**src/rtl/sram_arbiter_pkg.sv**
```systemverilog
// rtl/sram_arbiter_pkg.sv - shared types and constants for the SRAM arbiter
// Contents: SRAM geometry, timing counter width, FSM state enum, counter load helper.
package sram_arb_pkg;

   localparam int SRAM_AW = 18;
   localparam int SRAM_DW = 8;
   localparam int CNT_W   = 3;

   typedef enum logic [2:0] {
      ST_IDLE,
      ST_SETUP,
      ST_STROBE,
      ST_HOLD,
      ST_DONE
   } state_e;

   // Phase counters count down to zero, so a phase of N cycles loads N-1.
   function automatic logic [CNT_W-1:0] cnt_load(input int unsigned cyc);
      return CNT_W'(cyc - 1);
   endfunction

endpackage

```
**src/rtl/sram_arbiter_if.sv**
```systemverilog
// rtl/sram_arbiter_if.sv - single-byte request/ack port of the SRAM arbiter
// master: requester side (drives req/we/addr/wdata, receives ack/rdata)
// slave : arbiter side
interface sram_arbiter_if;
   import sram_arb_pkg::*;

   logic               req;
   logic               we;
   logic [SRAM_AW-1:0] addr;
   logic [SRAM_DW-1:0] wdata;
   logic               ack;
   logic [SRAM_DW-1:0] rdata;

   modport master (output req, output we, output addr, output wdata,
                   input  ack, input  rdata);
   modport slave  (input  req, input  we, input  addr, input  wdata,
                   output ack, output rdata);
endinterface

```
**src/rtl/sram_arbiter_select.sv**
```systemverilog
// rtl/sram_arbiter_select.sv - combinational winner pick between the two requesters
// Ports: req0_i/req1_i requests, last_grant_i (SRAM_ARB_ROUND_ROBIN_EN only),
//        valid_o any request present, grant_o winning port index.
// Macro SRAM_ARB_ROUND_ROBIN_EN: alternate on contention; otherwise port 0 wins.
module sram_arb_select (
   input  logic req0_i,
   input  logic req1_i,
`ifdef SRAM_ARB_ROUND_ROBIN_EN
   input  logic last_grant_i,
`endif
   output logic valid_o,
   output logic grant_o
);

   always_comb begin
      valid_o = req0_i | req1_i;
`ifdef SRAM_ARB_ROUND_ROBIN_EN
      if (req0_i && req1_i) begin
         grant_o = ~last_grant_i;
      end else begin
         grant_o = req1_i;
      end
`else
      grant_o = ~req0_i & req1_i;
`endif
   end

endmodule

```
**src/rtl/sram_arbiter.sv**
```systemverilog
// rtl/sram_arbiter.sv - two-port arbiter and timed access sequencer for 256K x 8 SRAM
// Ports: clk, reset_b (async, active low); p0/p1 requester ports (slave modport);
//        busy; ext_RAMCS_b/OE_b/WE_b strobes; ext_RAMA address; ext_RAMDin write
//        data; ext_RAMDout read data.
// Macro SRAM_ARB_ROUND_ROBIN_EN: round-robin on contention (default fixed priority port 0).
module sram_arbiter
   import sram_arb_pkg::*;
#(
   parameter int unsigned SETUP_CYC  = 1,
   parameter int unsigned STROBE_CYC = 2,
   parameter int unsigned HOLD_CYC   = 1
) (
   input  logic               clk,
   input  logic               reset_b,
   sram_arbiter_if.slave      p0,
   sram_arbiter_if.slave      p1,
   output logic               busy,
   output logic               ext_RAMCS_b,
   output logic               ext_RAMOE_b,
   output logic               ext_RAMWE_b,
   output logic [SRAM_AW-1:0] ext_RAMA,
   output logic [SRAM_DW-1:0] ext_RAMDin,
   input  logic [SRAM_DW-1:0] ext_RAMDout
);

   localparam logic [CNT_W-1:0] SETUP_LD  = cnt_load(SETUP_CYC);
   localparam logic [CNT_W-1:0] STROBE_LD = cnt_load(STROBE_CYC);
   localparam logic [CNT_W-1:0] HOLD_LD   = cnt_load(HOLD_CYC);

   state_e             state_q, state_d;
   logic [CNT_W-1:0]   cnt_q, cnt_d;
   logic               op_we_q, op_we_d;
   logic               win_q, win_d;
   logic [SRAM_AW-1:0] addr_q, addr_d;
   logic [SRAM_DW-1:0] din_q, din_d;
   logic [SRAM_DW-1:0] rd_q, rd_d;
   logic [SRAM_DW-1:0] rdata0_q, rdata0_d;
   logic [SRAM_DW-1:0] rdata1_q, rdata1_d;
   logic               cs_b_q, cs_b_d;
   logic               oe_b_q, oe_b_d;
   logic               we_b_q, we_b_d;
   logic               ack0_q, ack0_d;
   logic               ack1_q, ack1_d;
   logic               busy_q, busy_d;

   logic               sel_valid;
   logic               sel_grant;

`ifdef SRAM_ARB_ROUND_ROBIN_EN
   logic               last_grant_q;

   sram_arb_select u_select (
      .req0_i       (p0.req),
      .req1_i       (p1.req),
      .last_grant_i (last_grant_q),
      .valid_o      (sel_valid),
      .grant_o      (sel_grant)
   );

   // Reset to port 1 so the first contended grant goes to port 0.
   always_ff @(posedge clk or negedge reset_b) begin
      if (!reset_b) begin
         last_grant_q <= 1'b1;
      end else if (state_q == ST_IDLE && sel_valid) begin
         last_grant_q <= sel_grant;
      end
   end
`else
   sram_arb_select u_select (
      .req0_i  (p0.req),
      .req1_i  (p1.req),
      .valid_o (sel_valid),
      .grant_o (sel_grant)
   );
`endif

   always_comb begin
      state_d  = state_q;
      cnt_d    = cnt_q;
      op_we_d  = op_we_q;
      win_d    = win_q;
      addr_d   = addr_q;
      din_d    = din_q;
      rd_d     = rd_q;
      rdata0_d = rdata0_q;
      rdata1_d = rdata1_q;

      unique case (state_q)
         ST_IDLE: begin
            if (sel_valid) begin
               win_d   = sel_grant;
               op_we_d = sel_grant ? p1.we    : p0.we;
               addr_d  = sel_grant ? p1.addr  : p0.addr;
               din_d   = sel_grant ? p1.wdata : p0.wdata;
               cnt_d   = SETUP_LD;
               state_d = ST_SETUP;
            end
         end
         ST_SETUP: begin
            if (cnt_q == '0) begin
               cnt_d   = STROBE_LD;
               state_d = ST_STROBE;
            end else begin
               cnt_d = cnt_q - 1'b1;
            end
         end
         ST_STROBE: begin
            if (cnt_q == '0) begin
               // Sample the SRAM while OE_b is still low on the last strobe cycle.
               if (!op_we_q) begin
                  rd_d = ext_RAMDout;
               end
               cnt_d   = HOLD_LD;
               state_d = ST_HOLD;
            end else begin
               cnt_d = cnt_q - 1'b1;
            end
         end
         ST_HOLD: begin
            if (cnt_q == '0) begin
               // Publish read data on the same edge that raises ack.
               if (!op_we_q) begin
                  if (win_q) begin
                     rdata1_d = rd_q;
                  end else begin
                     rdata0_d = rd_q;
                  end
               end
               state_d = ST_DONE;
            end else begin
               cnt_d = cnt_q - 1'b1;
            end
         end
         ST_DONE: begin
            state_d = ST_IDLE;
         end
         default: begin
            state_d = ST_IDLE;
         end
      endcase

      // Pin outputs are registered from the next state so they align with it.
      cs_b_d = !(state_d inside {ST_SETUP, ST_STROBE, ST_HOLD});
      oe_b_d = !(state_d == ST_STROBE && !op_we_d);
      we_b_d = !(state_d == ST_STROBE &&  op_we_d);
      ack0_d = (state_d == ST_DONE) && !win_d;
      ack1_d = (state_d == ST_DONE) &&  win_d;
      busy_d = (state_d != ST_IDLE);
   end

   always_ff @(posedge clk or negedge reset_b) begin
      if (!reset_b) begin
         state_q  <= ST_IDLE;
         cnt_q    <= '0;
         op_we_q  <= 1'b0;
         win_q    <= 1'b0;
         addr_q   <= '0;
         din_q    <= '0;
         rd_q     <= '0;
         rdata0_q <= '0;
         rdata1_q <= '0;
         cs_b_q   <= 1'b1;
         oe_b_q   <= 1'b1;
         we_b_q   <= 1'b1;
         ack0_q   <= 1'b0;
         ack1_q   <= 1'b0;
         busy_q   <= 1'b0;
      end else begin
         state_q  <= state_d;
         cnt_q    <= cnt_d;
         op_we_q  <= op_we_d;
         win_q    <= win_d;
         addr_q   <= addr_d;
         din_q    <= din_d;
         rd_q     <= rd_d;
         rdata0_q <= rdata0_d;
         rdata1_q <= rdata1_d;
         cs_b_q   <= cs_b_d;
         oe_b_q   <= oe_b_d;
         we_b_q   <= we_b_d;
         ack0_q   <= ack0_d;
         ack1_q   <= ack1_d;
         busy_q   <= busy_d;
      end
   end

   assign ext_RAMCS_b = cs_b_q;
   assign ext_RAMOE_b = oe_b_q;
   assign ext_RAMWE_b = we_b_q;
   assign ext_RAMA    = addr_q;
   assign ext_RAMDin  = din_q;
   assign busy        = busy_q;
   assign p0.ack      = ack0_q;
   assign p1.ack      = ack1_q;
   assign p0.rdata    = rdata0_q;
   assign p1.rdata    = rdata1_q;

endmodule

```
**src/flat_wrapper.sv**
```systemverilog
// flat-port wrapper written by rule: the top's interface ports become plain ports
module sram_arbiter_flat import sram_arb_pkg::*;
#(
   parameter int unsigned SETUP_CYC  = 1,
   parameter int unsigned STROBE_CYC = 2,
   parameter int unsigned HOLD_CYC   = 1
)
  (clk, reset_b, busy, ext_RAMCS_b, ext_RAMOE_b, ext_RAMWE_b, ext_RAMA, ext_RAMDin, ext_RAMDout, p0_req, p0_we, p0_addr, p0_wdata, p0_ack, p0_rdata, p1_req, p1_we, p1_addr, p1_wdata, p1_ack, p1_rdata);
  sram_arbiter_if p0_i ();
  sram_arbiter_if p1_i ();
  input  logic clk;
  input  logic reset_b;
  output logic busy;
  output logic ext_RAMCS_b;
  output logic ext_RAMOE_b;
  output logic ext_RAMWE_b;
  output logic [SRAM_AW-1:0] ext_RAMA;
  output logic [SRAM_DW-1:0] ext_RAMDin;
  input  logic [SRAM_DW-1:0] ext_RAMDout;
  input wire logic [$bits(p0_i.req)-1:0] p0_req;
  input wire logic [$bits(p0_i.we)-1:0] p0_we;
  input wire logic [$bits(p0_i.addr)-1:0] p0_addr;
  input wire logic [$bits(p0_i.wdata)-1:0] p0_wdata;
  output wire logic [$bits(p0_i.ack)-1:0] p0_ack;
  output wire logic [$bits(p0_i.rdata)-1:0] p0_rdata;
  input wire logic [$bits(p1_i.req)-1:0] p1_req;
  input wire logic [$bits(p1_i.we)-1:0] p1_we;
  input wire logic [$bits(p1_i.addr)-1:0] p1_addr;
  input wire logic [$bits(p1_i.wdata)-1:0] p1_wdata;
  output wire logic [$bits(p1_i.ack)-1:0] p1_ack;
  output wire logic [$bits(p1_i.rdata)-1:0] p1_rdata;
  assign p0_i.req = p0_req;
  assign p0_i.we = p0_we;
  assign p0_i.addr = p0_addr;
  assign p0_i.wdata = p0_wdata;
  assign p0_ack = p0_i.ack;
  assign p0_rdata = p0_i.rdata;
  assign p1_i.req = p1_req;
  assign p1_i.we = p1_we;
  assign p1_i.addr = p1_addr;
  assign p1_i.wdata = p1_wdata;
  assign p1_ack = p1_i.ack;
  assign p1_rdata = p1_i.rdata;
  sram_arbiter #(.SETUP_CYC(SETUP_CYC), .STROBE_CYC(STROBE_CYC), .HOLD_CYC(HOLD_CYC)) u_core (.clk(clk), .reset_b(reset_b), .p0(p0_i), .p1(p1_i), .busy(busy), .ext_RAMCS_b(ext_RAMCS_b), .ext_RAMOE_b(ext_RAMOE_b), .ext_RAMWE_b(ext_RAMWE_b), .ext_RAMA(ext_RAMA), .ext_RAMDin(ext_RAMDin), .ext_RAMDout(ext_RAMDout));
endmodule
```
**config.mk**
```make
export PLATFORM = sky130hd
export DESIGN_NAME = sram_arbiter_flat
export DESIGN_NICKNAME = d
export VERILOG_FILES = /design/src/rtl/sram_arbiter_pkg.sv /design/src/rtl/sram_arbiter_if.sv /design/src/rtl/sram_arbiter_select.sv /design/src/rtl/sram_arbiter.sv /design/src/flat_wrapper.sv
export SDC_FILE = /design/constraint.sdc
export NUM_CORES = 1
export LEC_CHECK = 0
export ABC_AREA = 1
export CORE_MARGIN = 3
export CORE_UTILIZATION = 40
export CTS_CLUSTER_DIAMETER = 60
export DETAILED_ROUTE_END_ITERATION = 6
export HOLD_SLACK_MARGIN = 0.03
export PLACE_DENSITY_LB_ADDON = 0.15
export SYNTH_ARGS = -nofsm -noshare
export SYNTH_HDL_FRONTEND = slang
export SYNTH_SLANG_ARGS = --single-unit
```
**constraint.sdc**
```tcl
create_clock -name clk -period 1.45 [get_ports clk]
set_input_delay 0.29 -clock clk [delete_from_list [all_inputs] [get_ports clk]]
set_output_delay 0.29 -clock clk [all_outputs]
set_load 0.005 [all_outputs]
```
# Yosys cells after proc, flatten, opt, wreduce, memory -nomap -nowiden

Cells that the tools add are included.

Add/subtract/negate cells: 1
Equal/unequal tests: 9
Mux-type cells: 17
Bitwise operators: 5
Reductions and logical operators: 19

Operators by type and width:

| operator              | count |
|---|---|
| $mux W3               | 8 |
| $pmux W3 S4           | 2 |
| $mux W18              | 1 |
| $eq A3 B2 Y1 const B  | 4 |
| $mux W8               | 1 |
| $reduce_and A4 Y1     | 2 |
| $eq A3 B1 Y1 const B  | 2 |
| $logic_not A3 Y1      | 2 |
| $reduce_and A3 Y1     | 2 |
| $reduce_bool A3 Y1    | 2 |
| $logic_not A1 Y1      | 5 |
| $mux W1               | 5 |
| $logic_and A1 B1 Y1   | 4 |
| $reduce_bool A4 Y1    | 1 |
| $eq A3 B3 Y1 const B  | 1 |
| $not A1 Y1            | 3 |
| $sub A3 B1 Y3 const B | 1 |
| $ne A2 B1 Y1 const B  | 1 |
| $ne A2 B2 Y1 const B  | 1 |
| $reduce_and A2 Y1     | 1 |
| $and A1 B1 Y1         | 1 |
| $or A1 B1 Y1          | 1 |

Flip-flop bits (word level): 64
Bits of input ports: 66
Output and inout bits: 48
Word-level logic and storage cells: 66

# Depth between registers and ports, before layout

Gate-level depths: netlist of run 1.

Depth after elaboration: 8
Depth in mapped cells: 11
Gate-level depth less buffers: 11

# Hierarchy

Synthesis of run 1 repeated with hierarchy kept, for this count alone.

Cell total of the unflattened synthesis: 350
Area, all modules: 2935.3 µm²

By module, submodules not included:

| module          | times used | cells an instance | area an instance (µm²) | seq. area each (µm²) |
|---|---|---|---|---|
| sram_arbiter    | 1          | 346               | 2920.3                 | 1605.3 |
| sram_arb_select | 1          | 4                 | 15.0                   | 0.0 |

# Worst setup path before layout of run 1

Ideal clock, no wire load.

Path type: flip-flop to flip-flop
Start: register u_core.cnt_q[0]
End: register u_core.rd_q[6]
Setup time: 125 ps
Data arrival time: 1337 ps
Data required time: 1325 ps
Setup slack: -12 ps
Cell stages (with the launch flop): 9
Path buffers: 1
Period minus slack after synthesis: 1462 ps
Cell sequence: dfrtp_1 inv_1 ha_1 inv_1 nor2_1 nand4_2 buf_2 nor2_1 a21oi_1

Cells in the longest elaborated chain, start to end: 2

RTL lines:

| element                     | RTL line            | RTL |
|---|---|---|
| start: declaration          | sram_arbiter.sv:31  | `logic [CNT_W-1:0] cnt_q, cnt_d;` |
| start signal: assignment    | sram_arbiter.sv:170 | `cnt_q <= cnt_d;` |
| $logic_not A3 Y1            | sram_arbiter.sv:108 | `if (cnt_q == '0) begin` |
| $reduce_and A3 Y1 (no line) | -                   |  |
| end signal: assignment      | sram_arbiter.sv:175 | `rd_q <= rd_d;` |
| end: declaration            | sram_arbiter.sv:36  | `logic [SRAM_DW-1:0] rd_q, rd_d;` |

Every way passes these cells.
A chain may end at the register's enable or synchronous reset.

# Worst setup path after layout of run 1

Start: register u_core.cnt_q[1]
End: register u_core.rdata1_q[3], in the netlist u_core.p1.rdata[3]

Cells in the longest elaborated chain, start to end: 2

RTL lines:

| element                     | RTL line            | RTL |
|---|---|---|
| $logic_not A3 Y1            | sram_arbiter.sv:120 | `if (cnt_q == '0) begin` |
| $reduce_and A4 Y1 (no line) | -                   |  |
| end signal: assignment      | sram_arbiter.sv:177 | `rdata1_q <= rdata1_d;` |
| end: declaration            | sram_arbiter.sv:38  | `logic [SRAM_DW-1:0] rdata1_q, rdata1_d;` |

Every way passes these cells.

==> flow_summary.ini, run 1 <==
[finish]
drive_gt1_share_pct = 28.60
ff_latch_area_sq_mm = 0.001607
fin_util_pct = 69.45
fin_area_sq_mm = 0.004901
final_cells = 568
multiInputGateArea_sq_mm = 0.001358
antennaDiodeCount = 0
syn2layout_area_growth_pct = 62.80
num-nets-final = 535
fillers = 580

[synth]
netlist_instances = 316
synth_fa_ha_area_share_pct = 0.8313
synth_area_per_cell_sq_um = 9.527
yosys.cell_types.count = 28
synth_edf_count = 0
async_flop_share_pct = 100.0
yosysMostFrequentCell = nand2_1
yosysTopAreaCell = dfrtp_1
synth_xor_area_share_pct = 0
muxShareOfSynthArea_pct = 0
ys_warn_count = 0
synth_compound_area_share_pct = 19.87
syn_nets = 384
synth_top_area_share_pct = 50.71
yosysSeqAreaShare_pct = 53.33
synthSimpleGateAreaFrac_pct = 19.62
synthTopCellsByArea = dfrtp_1 (51%), nand2_1 (7.7%), a21oi_1 (5.7%)
synth_common_cells = nand2_1 (62), dfrtp_1 (61), nor2_1 (42), a21oi_1 (34), inv_1 (21)
synth_seq_cells = 64
synth_top_family_by_area = compound AO/OA/AOI/OAI gates
synth_flop_cell = dfrtp_1
synth_area_sq_mm = 0.003010

[sta]
fin_ws_ns = 0.009554
slew_headroom_pct = 69.27
period_minus_slack_ns = 1.440
tns_ns = 0
tightest_slew_ns = 0.4604
rsz0062_at_grt = yes
setup_viol = 0
finalMaxSlewViolations = 0
final_hold_viol_count = 0
max_freq_ghz = 0.6942
clock_skew_ns = 0.007619
fin_crit_sh_pct = 99.34

[run_status]
status = complete, no violations

[detailed_routing]
drc_errors = 0
via_count = 2789
wl_per_cell_um = 14.51
vias_per_cell = 4.910
first_pass_iters = 4
drtIter0Drc = 78
wirelength_um = 8239
ant_nets = 0

[cts]
clk_latency_ns = 0.34
path_clk_slew_ns = 0.08
ctsLongestPathBuffers = 2
cts_tree = built
root_buffer = clkbuf_8
htreeDepth = 3
cts.sinks = 64
numCtsBuffers = 9

[power]
netSwitchingPower_w = 0.003581
p_per_area_mw_per_mm2 = 1955
power_frac_comb_pct = 49.0
switching_share_pct = 37.37
leakage_nw = 2.347
p_int_w = 0.006002
irDropWorstVdd_mv = 0.7391
p_clk_share_pct = 18.4
p_seq_share_pct = 32.6

[worst_setup_path]
crit_arrival_ns = 1.67
cp_max_fo = 8
path_class = flop to flop
worstPathRequired_ns = 1.68
crit_path_end_kind = flop
start_kind = flop

[min_path]
hp-class = input pin to asynchronous set/reset pin

[place]
dp_slack_ns = -0.1666
hpwlAfterDp_um = 5337
dp_cells = 529
gp_congestion = 0.8599
numPortBuffers = 113
postPlaceCellArea_sq_mm = 0.004395

[grt]
grt_max_degree = 65
grt_pass1_vias = 2788
grt.overflow.total = 0
antenna_found_initial = 0
grt_first_pass_wirelength_um = 13150
track_usage_pct = 19.52

[die]
start_util_pct = 42.66
die_x_um = 92.75
dieArea_sq_mm = 0.008603
io_pins = 114
num_rows = 30
chipHeight_um = 92.75
core_area_sq_mm = 0.007057

[flow_run]
drv_cap = 0
## worst max-delay path: stages, from the launching register on
cell,delay [ns]
dfrtp_1,0.40
inv_2,0.08
ha_4,0.15
nand2_4,0.07
nor2_8,0.16
buf_12,0.13
nand3_4,0.16
nand2_2,0.12
o21ai_2,0.05
## registers in the layout, summed over array words and instances (netlist names), 3 cells and up
signal             cells
u_core.cnt_q           3
u_core.ext_RAMA       18
u_core.ext_RAMDin      8
u_core.p0.rdata        8
u_core.p1.rdata        8
u_core.rd_q            8
u_core.state_q         3
## through the flow
step                      hold WS (ns)  power, W
after global routing            0.4998   0.01030
after CTS                       0.4878  0.009341
after global placement          0.3330  0.007372
after floorplan              -0.005591  0.005308
final                           0.4792  0.009583
after detailed placement        0.3337  0.007498
## final timing paths
| path | start | endpoint | slack, ns | cells after the start |
|---|---|---|---|---|
| hold / removal | reset_b | u_core.p0.rdata[0]$_DFFE_PN0P_ | 0.48 | 3 |
| hold reg to reg | u_core.p0.rdata[4]$_DFFE_PN0P_ | u_core.p0.rdata[4]$_DFFE_PN0P_ | 0.48 | 2 |
| setup / recovery | u_core.cnt_q[1]$_DFFE_PN0P_ | u_core.p1.rdata[3]$_DFFE_PN0P_ | 0.01 | 8 |
| setup reg to reg | u_core.cnt_q[1]$_DFFE_PN0P_ | u_core.p1.rdata[3]$_DFFE_PN0P_ | 0.01 | 8 |
| max in group asynchronous | reset_b | u_core.ext_RAMOE_b$_DFF_PN1_ | 0.67 | 3 |
| min in group clk | u_core.p0.rdata[4]$_DFFE_PN0P_ | u_core.p0.rdata[4]$_DFFE_PN0P_ | 0.48 | 2 |
## kinds of logic (layout without fill, tap and decap cells)
logic type / Yosys count / in the layout
buffers and inverters: 40 / 194
adder cells (fa/ha/maj): 2 / 2
flip-flops: 64 / 64
AND/OR/NAND/NOR: 129 / 131
AO/OA/AOI/OAI: 81 / 81
## routing by layer
metal,up-vias,global-route usage (%),share of wire [%]
li1,1359,-,-
met1,1313,22.69,41
met2,103,32.02,49
met3,14,6.905,8.1
met4,0,9.524,2.4
met5,-,0,0
## repair_timing
action	in CTS	in global routing
pin swaps	5	9
endpoints found under the hold margin	61	0
buffers inserted	16	4
endpoints found under the setup margin	75	30
hold buffers	1	0
gates resized for setup	62	23
gates cloned	3	0
## final cells by class
type                       instances  share of cell area (%)
clock inverter                     7                   2.093
sequential                        64                   32.78
clock buffer                       9                   2.527
timing repair buffer             154                   30.61
multi-input combinational        214                   27.70
inverter                          24                   1.838
tap                               96                   2.451
## power by group through the flow
stage          logic [W]  clock network, W  registers, W
6_report         0.00470           0.00176       0.00313
5_1_grt          0.00520           0.00187       0.00323
4_1_cts          0.00445           0.00179       0.00310
3_5_place_dp     0.00437                 0       0.00313
3_3_place_gp     0.00425                 0       0.00312
2_1_floorplan    0.00217                 0       0.00314
## layout by cell type, fill, tap and decap left out, types with 16 or more instances in the layout
cell type / Yosys / layout
a21oi_1: 34 / 33
buf_4: 2 / 30
clkdlybuf4s50_1: 0 / 64
dfrtp_1: 61 / 60
dlygate4sd2_1: 0 / 48
inv_1: 21 / 18
nand2_1: 62 / 55
nor2_1: 42 / 33
o21ai_2: 16 / 17
o31ai_2: 13 / 16
No activity file was read; power rests on OpenSTA's default activity.
==> run 2, diff against run 1 <==
- CTS_CLUSTER_SIZE: default -> 14
- RECOVER_POWER: default -> 25
==> run 2 against run 1 <==
Net effect: total power about the same; final area decreased by 0.26%; routed wire length increased by 0.24%.
==> flow_summary.ini, run 2 (same netlist as run 1, synthesis figures left out) <==
[die]
dieArea_sq_mm = 0.008603
chipHeight_um = 92.75
core_area_sq_mm = 0.007057
start_util_pct = 42.66
io_pins = 114
num_rows = 30
die_x_um = 92.75

[run_status]
status = complete, no violations

[grt]
grt_first_pass_wirelength_um = 13150
grt_pass1_vias = 2788
antenna_found_initial = 0
grt.overflow.total = 0
track_usage_pct = 19.52
grt_max_degree = 65

[worst_setup_path]
crit_arrival_ns = 1.68
worstPathRequired_ns = 1.69
reg2reg_depth = 8
start_kind = flop
reg2reg_to = u_core.p1.rdata[2]$_DFFE_PN0P_
path_class = flop to flop
crit_path_end_kind = flop
cp_max_fo = 8
r2r_start = u_core.cnt_q[1]$_DFFE_PN0P_
worst-r2r-setup-slack_ns = 0.008

[min_path]
hp-class = flop to flop
worstHoldStart = u_core.p0.rdata[4]$_DFFE_PN0P_
min_path_cells = 2
hold_end = u_core.p0.rdata[4]$_DFFE_PN0P_

[sta]
setup_viol = 0
tightest_slew_ns = 0.8815
fin_crit_sh_pct = 99.47
period_minus_slack_ns = 1.442
fin_ws_ns = 0.007735
max_freq_ghz = 0.6934
final_hold_viol_count = 0
slew_headroom_pct = 41.24
clock_skew_ns = 0.007685
finalMaxSlewViolations = 0
timing.hold.ws_ns = 0.4835
rsz0062_at_grt = yes

[place]
dp_cells = 529
dp_slack_ns = -0.1666
hpwlAfterDp_um = 5337
postPlaceCellArea_sq_mm = 0.004395
numPortBuffers = 113
gp_congestion = 0.8599

[finish]
largest_reg_flops = 18
antennaDiodeCount = 0
num-nets-final = 535
final_cell_mix = clkdlybuf4s50_1 (64), dfrtp_1 (60), nand2_1 (55)
layout_commonest_cell = clkdlybuf4s50_1
drive_gt1_share_pct = 28.60
fin_area_sq_mm = 0.004888
fillers = 582
syn2layout_area_growth_pct = 62.39
final_cells = 568

[cts]
root_buffer = clkbuf_8
ctsLongestPathBuffers = 2
cts_tree = built
clk_latency_ns = 0.34
numCtsBuffers = 9
htreeDepth = 3
path_clk_slew_ns = 0.08
cts.sinks = 64

[detailed_routing]
drtIter0Drc = 74
via_count = 2798
first_pass_iters = 4
wirelength_um = 8259
wl_per_cell_um = 14.54
wl_met2_um = 4002
top_layer = met4
drc_errors = 0
ant_nets = 0
vias_per_cell = 4.926
met3WireLength_um = 669
met1Wirelength_um = 3390

[flow_run]
drv_cap = 0

[power]
leakage_nw = 2.343
irDropWorstVdd_mv = 0.7411
p_per_area_mw_per_mm2 = 1962
-- run 2: changes by cell type in the layout (fill, tap and decap cells not counted), sizes merged --
cell	before	now
buf	41	40
clkbuf	9	10
-- run 2: area by class of cell --
| type | count | area (sq um) | area share, % |
|---|---|---|---|
| clock buffers | 9 | 123.9 | 2.534 |
| clock inverters | 7 | 102.6 | 2.099 |
| inverters | 24 | 90.09 | 1.843 |
| multi-input cells | 214 | 1358 | 27.77 |
| flip-flops and latches | 64 | 1607 | 32.86 |
| well taps | 96 | 120.1 | 2.457 |
| repair buffers | 154 | 1488 | 30.43 |
-- run 2: how the worst max path moves through the flow --
stage | startpoint | endpoint | slack, ns | cells past startpoint
floorplan | u_core.cnt_q[0]$_DFFE_PN0P_ | u_core.p0.rdata[6]$_DFFE_PN0P_ | 0.01 | 8
global placement | p1_req | u_core.ext_RAMA[8]$_DFFE_PN0P_ | -0.08 | 6
detailed placement | p1_req | u_core.ext_RAMA[3]$_DFFE_PN0P_ | -0.17 | 6
CTS | u_core.state_q[2]$_DFF_PN0_ | u_core.p0.rdata[4]$_DFFE_PN0P_ | -0.04 | 6
global route | u_core.cnt_q[1]$_DFFE_PN0P_ | u_core.p1.rdata[3]$_DFFE_PN0P_ | -0.07 | 8
finish | u_core.cnt_q[1]$_DFFE_PN0P_ | u_core.p1.rdata[2]$_DFFE_PN0P_ | 0.008 | 8
-- run 2: worst max-delay path, cell delays in order, from the launching register on --
cell and delay [ns]:
dfrtp_1 0.40, inv_2 0.08, ha_4 0.15, nand2_4 0.07
nor2_8 0.16, buf_12 0.13, nand3_4 0.16, nand2_2 0.13
o21ai_2 0.05
-- run 2: stage by stage --
stage                     power (W)  setup TNS (ns)  utilization, %
final                      0.009590               0           69.27
after global routing        0.01030         -0.9346           69.27
after CTS                  0.009341         -0.2056           67.73
after detailed placement   0.007498          -4.184           62.29
after global placement     0.007372          -2.709           62.29
after floorplan            0.005308               0               -
-- run 2: per-layer routing --
| metal | track usage, % | up-vias |
|---|---|---|
| met5 | 0 | - |
| met4 | 9.524 | 0 |
| met1 | 22.69 | 1322 |
| li1 | - | 1358 |
| met2 | 32.02 | 103 |
| met3 | 6.905 | 15 |
-- run 2: repair_timing --
| item | in CTS | in global routing |
|---|---|---|
| setup endpoints to repair | 75 | 30 |
| resized for setup | 62 | 23 |
| hold buffers | 1 | 0 |
| pin swaps | 5 | 9 |
| endpoints found under the hold margin | 61 | 0 |
| gates cloned | 3 | 0 |
| buffers inserted | 16 | 4 |
-- run 2: where the power goes --
group	total [W]	internal (W)	leakage [nW]	switching (W)
clock	0.00176	0.000989	0.111	0.000775
sequential	0.00312	0.00265	0.777	0.000479
combinational	0.00470	0.00236	1.45	0.00234
==> run 3, diff against run 2 <==
- CORE_MARGIN: 3 -> 2
- RECOVER_POWER: 25 -> default
==> run 3 against run 2 <==
Net effect: the run now ends with setup timing left; hold slack got worse by 0.053 ns; first-iteration DRC count increased by 35%; clock-buffer cell count stayed put; sequential share of layout area down 0.53 points; worst setup slack worse by 0.017 ns; die area shrank 4.3%; core utilization shrank 0.77 points; total power grew 0.57%; sequential power hardly changed; final cell count grew 1.1%; clock power is essentially flat; critical path type unchanged; critical endpoint unchanged; largest cell class unchanged; largest power group unchanged.
==> flow_summary.ini, run 3 (same netlist as run 1, synthesis figures left out) <==
[run_status]
status = finished with violations
failed_checks = setup timing

[detailed_routing]
vias_per_cell = 4.812
drtIter0Drc = 100
first_pass_iters = 4
wirelength_um = 8228
ant_nets = 0
drc_errors = 0
wl_per_cell_um = 14.33
via_count = 2762

[grt]
use_met1_pct = 23.72
grt_max_degree = 34
grt_use_met2_pct = 32.84
met3_usage_pct = 7.346
busiest_layer = met2
track_usage_pct = 20.01
grt_pass1_vias = 2751
grt.overflow.total = 0
grt_first_pass_wirelength_um = 13080
antenna_found_initial = 0

[sta]
max_freq_ghz = 0.6854
rsz0062_at_grt = yes
tightest_slew_ns = 0.4532
fin_ws_ns = -0.008974
clock_skew_ns = 0.01639
finalMaxSlewViolations = 0
final_hold_viol_count = 0
tns_ns = -0.008974
period_minus_slack_ns = 1.459
fin_crit_sh_pct = 100.6
slew_headroom_pct = 69.79
setup_viol = 1

[worst_setup_path]
cp_slowest_cell = dfrtp_1
cp_top_family = simple AND/OR/NAND/NOR gates
cp_slowest_stage_delay_ns = 0.46
cp_max_fo = 8
crit_chain = nor2_4, nand2_4, nor2_8, nand3_4, nand2_2, o21ai_2
start_kind = flop
path_class = flop to flop
critPathBufInv = 0
crit_path_end_kind = flop
crit_arrival_ns = 1.69
worstPathRequired_ns = 1.68

[cts]
numCtsBuffers = 9
cts_tree = built
path_clk_slew_ns = 0.08
root_buffer = clkbuf_8
ctsLongestPathBuffers = 2
cts.sinks = 64
htreeDepth = 3
clk_latency_ns = 0.35

[min_path]
hp-class = input pin to asynchronous set/reset pin

[die]
dieArea_sq_mm = 0.008236
start_util_pct = 41.50
num_rows = 31
die_x_um = 90.75
io_pins = 114
core_area_sq_mm = 0.007253
chipHeight_um = 90.75

[finish]
antennaDiodeCount = 0
num-nets-final = 538
drive_gt1_share_pct = 30.53
final_cell_mix = clkdlybuf4s50_1 (64), dfrtp_1 (60), nand2_1 (51)
fillers = 606
largest_reg_flops = 18
syn2layout_area_growth_pct = 65.05
layout_commonest_cell = clkdlybuf4s50_1

[power]
irDropWorstVdd_mv = 0.7661
p_per_area_mw_per_mm2 = 1941
leakage_nw = 2.361

[place]
numPortBuffers = 113
dp_slack_ns = -0.1380
hpwlAfterDp_um = 5430
gp_congestion = 0.8197

[flow_run]
drv_cap = 0
==> run 3: cell types whose count changed in the layout (fill, tap and decap cells not counted), sizes merged <==
cell    before  now
buf         40   43
clkinv       1    2
inv         27   26
==> run 3: final timing paths <==
path,to,from,cells past startpoint,slack [ns]
setup reg to reg,u_core.p1.rdata[2]$_DFFE_PN0P_,u_core.state_q[2]$_DFF_PN0_,6,-0.009
min in group clk,u_core.ext_RAMA[9]$_DFFE_PN0P_,u_core.ext_RAMA[9]$_DFFE_PN0P_,2,0.48
hold reg to reg,u_core.ext_RAMA[9]$_DFFE_PN0P_,u_core.ext_RAMA[9]$_DFFE_PN0P_,2,0.48
max in group asynchronous,u_core.p1.rdata[3]$_DFFE_PN0P_,reset_b,3,0.45
hold / removal,u_core.busy$_DFF_PN0_,reset_b,2,0.43
setup / recovery,u_core.p1.rdata[2]$_DFFE_PN0P_,u_core.state_q[2]$_DFF_PN0_,6,-0.009
==> run 3: what timing repair did <==
| item | 4_1_cts | 5_1_grt |
|---|---|---|
| gates cloned | 2 | 1 |
| setup endpoints to repair | 74 | 28 |
| hold buffers | 1 | 0 |
| endpoints found under the hold margin | 13 | 0 |
| buffers inserted | 14 | 5 |
| resized for setup | 55 | 44 |
| pin swaps | 1 | 7 |
==> run 3: layout make-up <==
class                      instances  area (sq um)  share of cell area, %
clock inverter                     7         102.6                  2.065
timing repair buffer             157          1504                  30.27
sequential                        64          1607                  32.33
tap                               99         123.9                  2.493
clock buffer                       9         123.9                  2.493
multi-input combinational        214          1415                  28.48
inverter                          24         92.59                  1.864
==> run 3: report_power, final <==
part	switching, W	internal [W]	total [W]
logic	0.00238	0.00239	0.00476
clock network	0.000761	0.000985	0.00175
registers	0.000487	0.00265	0.00313
total	0.00362	0.00602	0.00965
==> run 3: metrics by stage <==
| stage | std cells | power, W | hold slack [ns] | utilization, % | cell area [sq um] |
|---|---|---|---|---|---|
| after floorplan | 316 | 0.005308 | -0.005591 | - | 3013 |
| after global placement | 535 | 0.007365 | 0.2670 | 60.96 | 4422 |
| after detailed placement | 535 | 0.007467 | 0.2744 | 60.96 | 4422 |
| after CTS | 568 | 0.009194 | 0.4470 | 65.57 | 4756 |
| after global routing | 574 | 0.01034 | 0.4748 | 68.50 | 4969 |
| final | 574 | 0.009645 | 0.4303 | 68.50 | 4969 |
==> run 3: routing by layer <==
| metal | share of wire [%] | vias to the layer above |
|---|---|---|
| met2 | 49 | 94 |
| li1 | - | 1369 |
| met3 | 7.9 | 14 |
| met4 | 2.0 | 0 |
| met1 | 41 | 1285 |
| met5 | 0 | - |
